==> config.mk <==
export PLATFORM = sky130hd
export DESIGN_NAME = spi_flash_reader
export DESIGN_NICKNAME = d
export VERILOG_FILES = /design/src/rtl/spi_flash_reader_pkg.sv /design/src/rtl/spi_flash_reader_byte_counter.sv /design/src/rtl/spi_flash_reader.sv
export SDC_FILE = /design/constraint.sdc
export NUM_CORES = 1
export LEC_CHECK = 0
export CORE_MARGIN = 5
export CORE_UTILIZATION = 59
export CTS_CLUSTER_DIAMETER = 30
export DETAILED_ROUTE_END_ITERATION = 10
export GPL_TIMING_DRIVEN = 0
export MAX_ROUTING_LAYER = met4
export PLACE_DENSITY = 0.9
export SKIP_LAST_GASP = 1
export SLEW_MARGIN = 15
export SYNTH_ARGS = -nofsm -noshare
export SYNTH_HDL_FRONTEND = slang
export SYNTH_SLANG_ARGS = --single-unit
==> constraint.sdc <==
create_clock -name clock -period 6.4 [get_ports clock]
set_input_delay 1.28 -clock clock [delete_from_list [all_inputs] [get_ports clock]]
set_output_delay 1.28 -clock clock [all_outputs]
set_load 0.01 [all_outputs]
==> src/rtl/spi_flash_reader_pkg.sv <==
// Shared constants and FSM encoding for the SPI NOR flash READ (03h) sequencer.
package spi_flash_reader_pkg;

  localparam logic [7:0]  SPI_FLASH_CMD_READ = 8'h03;
  localparam int unsigned SPI_FLASH_HDR_LEN  = 4;

  typedef enum logic [2:0] {
    StIdle,
    StCmd,
    StA2,
    StA1,
    StA0,
    StDummy,
    StWait,
    StDone
  } state_e;

endpackage

==> src/rtl/spi_flash_reader_byte_counter.sv <==
// Loadable down-counter with zero flag; load wins over decrement, and it never wraps below zero.
module spi_flash_reader_byte_counter #(
  parameter int unsigned Width = 17
) (
  input  logic             clk_i,
  input  logic             rst_ni,
  input  logic             load_i,
  input  logic [Width-1:0] load_val_i,
  input  logic             dec_i,
  output logic [Width-1:0] count_o,
  output logic             zero_o
);

  logic [Width-1:0] count_q, count_d;

  always_comb begin
    count_d = count_q;
    if (load_i) begin
      count_d = load_val_i;
    end else if (dec_i && (count_q != '0)) begin
      count_d = count_q - 1'b1;
    end
  end

  always_ff @(posedge clk_i or negedge rst_ni) begin
    if (!rst_ni) begin
      count_q <= '0;
    end else begin
      count_q <= count_d;
    end
  end

  assign count_o = count_q;
  assign zero_o  = (count_q == '0);

endmodule

==> src/rtl/spi_flash_reader.sv <==
// READ (03h) burst sequencer: feeds command/address/dummy bytes to the SPI master and
// forwards the received data bytes, dropping the four header echoes.
module spi_flash_reader
  import spi_flash_reader_pkg::*;
#(
  parameter int unsigned LW = 16
) (
  input  logic          clock,
  input  logic          reset_n,
  input  logic          start,
  input  logic [23:0]   addr,
  input  logic [LW-1:0] len,
  output logic          busy,
  output logic          done,
  output logic [7:0]    tx_data,
  input  logic          tx_get,
  output logic          tx_empty,
  input  logic [7:0]    rx_data,
  input  logic          rx_put,
  output logic [7:0]    data,
  output logic          valid
);

  localparam int unsigned CW = LW + 1;

  state_e        state_q, state_d;
  logic [23:0]   addr_q, addr_d;
  logic [LW-1:0] len_q, len_d;
  logic [7:0]    data_q, data_d;
  logic          valid_q, valid_d;

  logic          accept;
  logic          tx_dec;
  logic [CW-1:0] tx_cnt, rx_cnt;
  logic          tx_zero, rx_zero;
  logic          rx_hit, rx_last, rx_is_data;

  // DONE counts as idle so a held start chains straight into the next burst.
  assign accept = start && ((state_q == StIdle) || (state_q == StDone));
  assign busy   = (state_q != StIdle) && (state_q != StDone);
  assign tx_dec = (state_q == StDummy) && tx_get;

  assign rx_hit     = busy && rx_put && !rx_zero;
  assign rx_last    = rx_hit && (rx_cnt == CW'(1));
  // Remaining count above len means the byte is one of the header echoes.
  assign rx_is_data = rx_hit && (rx_cnt <= {1'b0, len_q});

  spi_flash_reader_byte_counter #(
    .Width(CW)
  ) u_tx_cnt (
    .clk_i     (clock),
    .rst_ni    (reset_n),
    .load_i    (accept),
    .load_val_i({1'b0, len}),
    .dec_i     (tx_dec),
    .count_o   (tx_cnt),
    .zero_o    (tx_zero)
  );

  spi_flash_reader_byte_counter #(
    .Width(CW)
  ) u_rx_cnt (
    .clk_i     (clock),
    .rst_ni    (reset_n),
    .load_i    (accept),
    .load_val_i({1'b0, len} + CW'(SPI_FLASH_HDR_LEN)),
    .dec_i     (rx_hit),
    .count_o   (rx_cnt),
    .zero_o    (rx_zero)
  );

  always_comb begin
    state_d  = state_q;
    tx_empty = 1'b1;
    tx_data  = 8'h00;
    done     = 1'b0;
    unique case (state_q)
      StIdle: begin
        if (accept) state_d = (len == '0) ? StDone : StCmd;
      end
      StCmd: begin
        tx_empty = 1'b0;
        tx_data  = SPI_FLASH_CMD_READ;
        if (tx_get) state_d = StA2;
      end
      StA2: begin
        tx_empty = 1'b0;
        tx_data  = addr_q[23:16];
        if (tx_get) state_d = StA1;
      end
      StA1: begin
        tx_empty = 1'b0;
        tx_data  = addr_q[15:8];
        if (tx_get) state_d = StA0;
      end
      StA0: begin
        tx_empty = 1'b0;
        tx_data  = addr_q[7:0];
        if (tx_get) state_d = StDummy;
      end
      StDummy: begin
        tx_empty = 1'b0;
        if ((tx_get && (tx_cnt == CW'(1))) || tx_zero) state_d = StWait;
      end
      StWait: begin
        state_d = StWait;
      end
      StDone: begin
        done    = 1'b1;
        state_d = StIdle;
        if (accept) state_d = (len == '0) ? StDone : StCmd;
      end
    endcase
    // The final echo ends the burst regardless of where the TX side is.
    if (rx_last) state_d = StDone;
  end

  always_comb begin
    addr_d  = accept ? addr : addr_q;
    len_d   = accept ? len : len_q;
    valid_d = rx_is_data;
    data_d  = rx_is_data ? rx_data : data_q;
  end

  always_ff @(posedge clock or negedge reset_n) begin
    if (!reset_n) begin
      state_q <= StIdle;
      addr_q  <= '0;
      len_q   <= '0;
      data_q  <= '0;
      valid_q <= 1'b0;
    end else begin
      state_q <= state_d;
      addr_q  <= addr_d;
      len_q   <= len_d;
      data_q  <= data_d;
      valid_q <= valid_d;
    end
  end

  assign data  = data_q;
  assign valid = valid_q;

endmodule

# Word level (Yosys, flattened, before mapping)
# Index checks and enable logic that the tools add are counted.
# W data, S select, Z words.
[totals]
wordCells = 68
in_bits = 53
reg_bits = 86
out_inout_bits = 20
[classes]
magnitude_cmp = 1
muxes = 17
n_reduce_logical = 24
add_sub_neg = 3
n_eq_ne = 16
[ops]
columns = ["cell", "n"]
rows = [
  ["$mux W17", 4],
  ["$eq A17 B1 Y1 const B", 2],
  ["$logic_not A17 Y1", 2],
  ["$reduce_bool A17 Y1", 2],
  ["$sub A17 B1 Y17 const B", 2],
  ["$pmux W8 S4", 1],
  ["$mux W3", 9],
  ["$pmux W3 S8", 1],
  ["$ne A3 B3 Y1 const B", 6],
  ["$add A16 B3 Y17 const B", 1],
  ["$le A17 B16 Y1", 1],
  ["$logic_not A16 Y1", 1],
  ["$eq A3 B3 Y1 const B", 4],
  ["$logic_and A1 B1 Y1", 10],
  ["$eq A3 B2 Y1 const B", 2],
  ["$reduce_and A6 Y1", 1],
  ["$reduce_or A5 Y1", 1],
  ["$reduce_bool A2 Y1", 2],
  ["$eq A3 B1 Y1 const B", 1],
  ["$logic_not A3 Y1", 1],
  ["$ne A3 B2 Y1 const B", 1],
  ["$reduce_bool A3 Y1", 1],
  ["$logic_or A1 B1 Y1", 2],
  ["$mux W1", 2],
  ["$logic_not A1 Y1", 1],
]

# Logic depth before layout (Yosys ltp)
[logic_depth]
depth_word = 7
ltp_mapped = 9
depth_no_buf = 8

# By module
# Synthesis repeated with hierarchy kept, for this count alone.
[hier_totals]
cells_unflattened = 564
hier_area_um2 = 5322.6
[modules_own_cells]
columns = ["mod", "cells_each", "instances", "area_per_inst_um2", "seq_area_each_um2"]
rows = [
  ["spi_flash_reader", 296, 1, 3057.9, 1301.2],
  ["spi_flash_reader_byte_counter", 134, 2, 1132.3, 425.4],
]

# Worst setup path before layout
# Ideal clock, no wire load.
[synth_path]
path_type = "flip-flop to output port"
start = "register state_q[0]"
end = "output port tx_data[0]"
setup_slack_ps = 3651
arrival_time_ps = 1469
path_stages_with_launch = 7
path_buffers = 2
required_ps = 5120
cell_sequence = "dfrtp_1 > clkbuf_1 > or2_2 > clkbuf_1 > nor2_1 > nand2_1 > o21ai_0"
[synth_via]
elab_chain_len = 2
word_cells_on_any_way = 5
cone_classes = "eq/ne (4); mux (1)"
[synth_rtl]
columns = ["element", "line", "rtl"]
rows = [
  ["start: declaration", "spi_flash_reader.sv:26", "state_e state_q, state_d;"],
  ["start signal: assignment", "spi_flash_reader.sv:127", "state_q <= StIdle;"],
  ["start signal: assignment", "spi_flash_reader.sv:133", "state_q <= state_d;"],
  ["$eq A3 B3 Y1 (tied with other cells)", "spi_flash_reader.sv:77", "unique case (state_q)"],
  ["$pmux W8 S4 (*)", "spi_flash_reader.sv:77", ""],
  ["end: declaration", "spi_flash_reader.sv:15", "output logic [7:0] tx_data,"],
]
# Mark *: on every way between the ends. The rest lies on a longest branch, timed or not.

# Final worst setup path
[layout_path]
start = "register state_q[0]"
end = "output port tx_data[7]"
# Same word-level chain as after synthesis.

==> results.toml <==
[status]
status = "finished clean"

[logic_synthesis]
syn_area_sq_um = 4880
syn_area_per_cell_sq_um = 8.87
synth_seq_cells = 86
syn_nets = 627
synthDistinctLibCells = 61
synth_top_area_share_pct = 44.1
yosys.area.top_type = "dfrtp_1"
synth_edf_count = 0
async_flop_share_pct = 100
ys_seq_area_share_pct = 44.1
synthTopCellsByArea = "dfrtp_1 44%, nand2_1 9.2%, ha_1 6.2%"
synth_flop_cell = "dfrtp_1"
yosysWarnings = 0
synth_cells = 550

[power]
ir_worst_vdd_uv = 239
p_leak_uw = 0.00257
pwr-share-seq_pct = 37.0
p_comb_share_pct = 48.0
internal-power_uw = 1580
swShare_pct = 42.5
cellPowerDensity_nw_per_um2 = 461
clkPwrFrac_pct = 15.0
switchingPower_uw = 1170

[cts]
clk_path_buf_depth = 2
post_cts_buffers = 0
clk_pin_slew_ps = 100
cts_buffers = 9
clk_latency_ps = 360
htreeDepth = 3
cts_resized = 0
cts_root_buf = "clkbuf_8"
cts_num_sinks = 86
ctsHoldBuffers = 0
cts_tree = "yes"

[layout]
drive_above_1_share_pct = 8.31
fin_area_sq_um = 5950
nets = 710
fill_cells = 593
postLayoutCoreUtil_pct = 73.2
diodes = 0
area_delta_synth_final_pct = 22.0

[timing]
holdWs_ps = 484
fin_crit_sh_pct = 62.0
max_freq_ghz = 0.252
skew_ps = 11.1
setup_slack_ps = 2430
finalSetupTns_ps = 0
tightestPinTransition_ps = 658
min_period_ps = 3970
final-setup-viol-count = 0
final_max_slew_viol_count = 0
slew_headroom_pct = 56.1
hold_violations = 0
rsz0062_at_grt = "no"

[grt]
grt_max_degree = 47
gr-total-overflow = 0
antenna_found_initial = 0
grt_pass1_wl_mm = 22.0
grt_pass1_vias = 4551
track_usage_pct = 28.2

[routing]
initialDrtViolationCount = 293
wl_mm = 13.4
drc = 0
firstDrtPassIters = 5
via_per_inst = 6.11
ant_nets = 0
routedWlPerCell_microns = 18.1
vias = 4539

[critical_path]
end_kind = "output port"
cp-endpoint = "tx_data[7]"
critPathRequiredTime_ps = 5120
reg2reg_from = "state_q[0]"
crit_start = "state_q[0]"
criticalPathCategory = "register to output port"
r2r_slack_ps = 3650
crit_path_max_fanout = 9
timing.rr.end = "u_rx_cnt.count_o[0]"
crit_chain = "clkbuf_1 -> or2_2 -> clkbuf_1 -> nor2_1 -> nand2_1 -> o21ai_0 -> clkdlybuf4s50_1"
critPathMaxStageDelay_ps = 580
start_kind = "register"
rr_worst_depth = 9
crit_slowest_cell = "clkdlybuf4s50_1"
crit_arrival_ps = 2690
cpMostUsedCell = "clkbuf_1"

[floorplanning]
die-height_microns = 101
die_x_microns = 101
io_pins = 73
coreArea_sq_um = 8130
rows = 33
start_util_pct = 60.0
die_area_sq_um = 10200

[run]
maxCapViolCount = 0

[placed_design]
gp_congestion = 0.971
place_area_sq_um = 5740
place.detailed.hpwl_mm = 10.1
io_buffers = 71
pre_cts_slack_ps = 2840

[worst_hold_path]
hold_path.class = "register to register"
## layer usage
metal / up-vias / global-route usage, % / part of all wire [%]
met4: 0 / 9.61 / 2.9
met2: 185 / 44.8 / 49
met3: 39 / 6.51 / 6.3
li1: 2107 / - / -
met1: 2208 / 35.7 / 42
met5: - / - / 0
## registers in the layout (all words and copies together) (netlist names)
| register | count |
|---|---|
| u_rx_cnt.count_o | 17 |
| u_tx_cnt.count_o | 17 |
| addr_q | 24 |
| data | 8 |
| len_q | 16 |
| state_q | 3 |
| valid | 1 |
## cell families (layout without fill, tap and decap cells)
family | after synthesis | after routing | share of synthesized area [%]
mux | 14 | 14 | 3.08
buf+inv | 58 | 146 | 5.41
fa+ha+maj | 24 | 24 | 6.15
compound gates | 107 | 107 | 13.9
xor+xnor | 20 | 20 | 3.59
flops | 86 | 86 | 44.1
simple gates | 241 | 241 | 23.8
## critical path: cells and delay by family (launching register included)
family                 cells  cell delay (ps)
AND/OR/NAND/NOR            3              890
AO/OA/AOI/OAI              1              110
flip-flops                 1              370
buffers and inverters      3              960
## cells in the final DEF (no fill, tap or decap), types with 3 or more instances in the layout
| cell type | count |
|---|---|
| xnor2_1 | 9 |
| clkbuf_1 | 14 |
| ha_1 | 24 |
| a31oi_1 | 7 |
| or4_1 | 6 |
| mux2i_1 | 6 |
| a31o_2 | 3 |
| or3_1 | 10 |
| clkbuf_8 | 12 |
| a21oi_1 | 17 |
| dfrtp_1 | 86 |
| o21ai_0 | 40 |
| nand3_1 | 22 |
| mux2_2 | 8 |
| buf_2 | 3 |
| nor4_1 | 8 |
| buf_1 | 4 |
| nor3_1 | 13 |
| xor2_1 | 11 |
| or4_2 | 4 |
| nor2_1 | 27 |
| nand4_1 | 10 |
| clkdlybuf4s50_1 | 70 |
| inv_6 | 3 |
| buf_6 | 3 |
| inv_1 | 32 |
| nand2_1 | 119 |
| o211ai_1 | 15 |
## per-stage QoR
stage | power [uW] | instances
after floorplan | 1820 | 550
after global placement | 2230 | 726
after detailed placement | 2310 | 727
after CTS | 2730 | 743
after global routing | 2950 | 743
final | 2740 | 743
## worst min path at each step
stage / slack, ps / to / from / depth (start not counted)
finish: 480 / addr_q[10] / addr_q[10] / 2
global route: 510 / addr_q[12] / addr_q[12] / 2
CTS: 490 / addr_q[20] / addr_q[20] / 2
detailed placement: 460 / addr_q[23] / addr_q[23] / 2
global placement: 460 / addr_q[12] / addr_q[12] / 2
floorplan: 440 / addr_q[20] / addr_q[20] / 2
## power by group through the flow
stage	sequential, uW	combinational [uW]	clock [uW]
floorplan	969	851	0
global placement	999	1240	0
detailed placement	1020	1290	0
CTS	1010	1310	413
global route	1050	1470	437
finish	1010	1320	410
## area by class of cell
class | instances | area [sq um] | share of cell area, %
Buffer | 26 | 144 | 2.42
Clock buffer | 10 | 138 | 2.31
Clock inverter | 6 | 75.1 | 1.26
Inverter | 32 | 120 | 2.02
Multi-Input combinational cell | 406 | 2460 | 41.4
Sequential cell | 86 | 2150 | 36.1
Tap cell | 105 | 131 | 2.21
Timing Repair Buffer | 72 | 728 | 12.2
## Yosys cell counts (9+ instances only)
master and number:
or3_1 10, o211ai_1 15, nand3_1 22, ha_1 24
dfrtp_1 86, a21oi_1 17, nand2_1 119, o21ai_0 40
nor2_1 27, clkbuf_1 14, nor3_1 13, nand4_1 10
xor2_1 11, inv_1 32, xnor2_1 9
(Power assumes the default switching activity.)
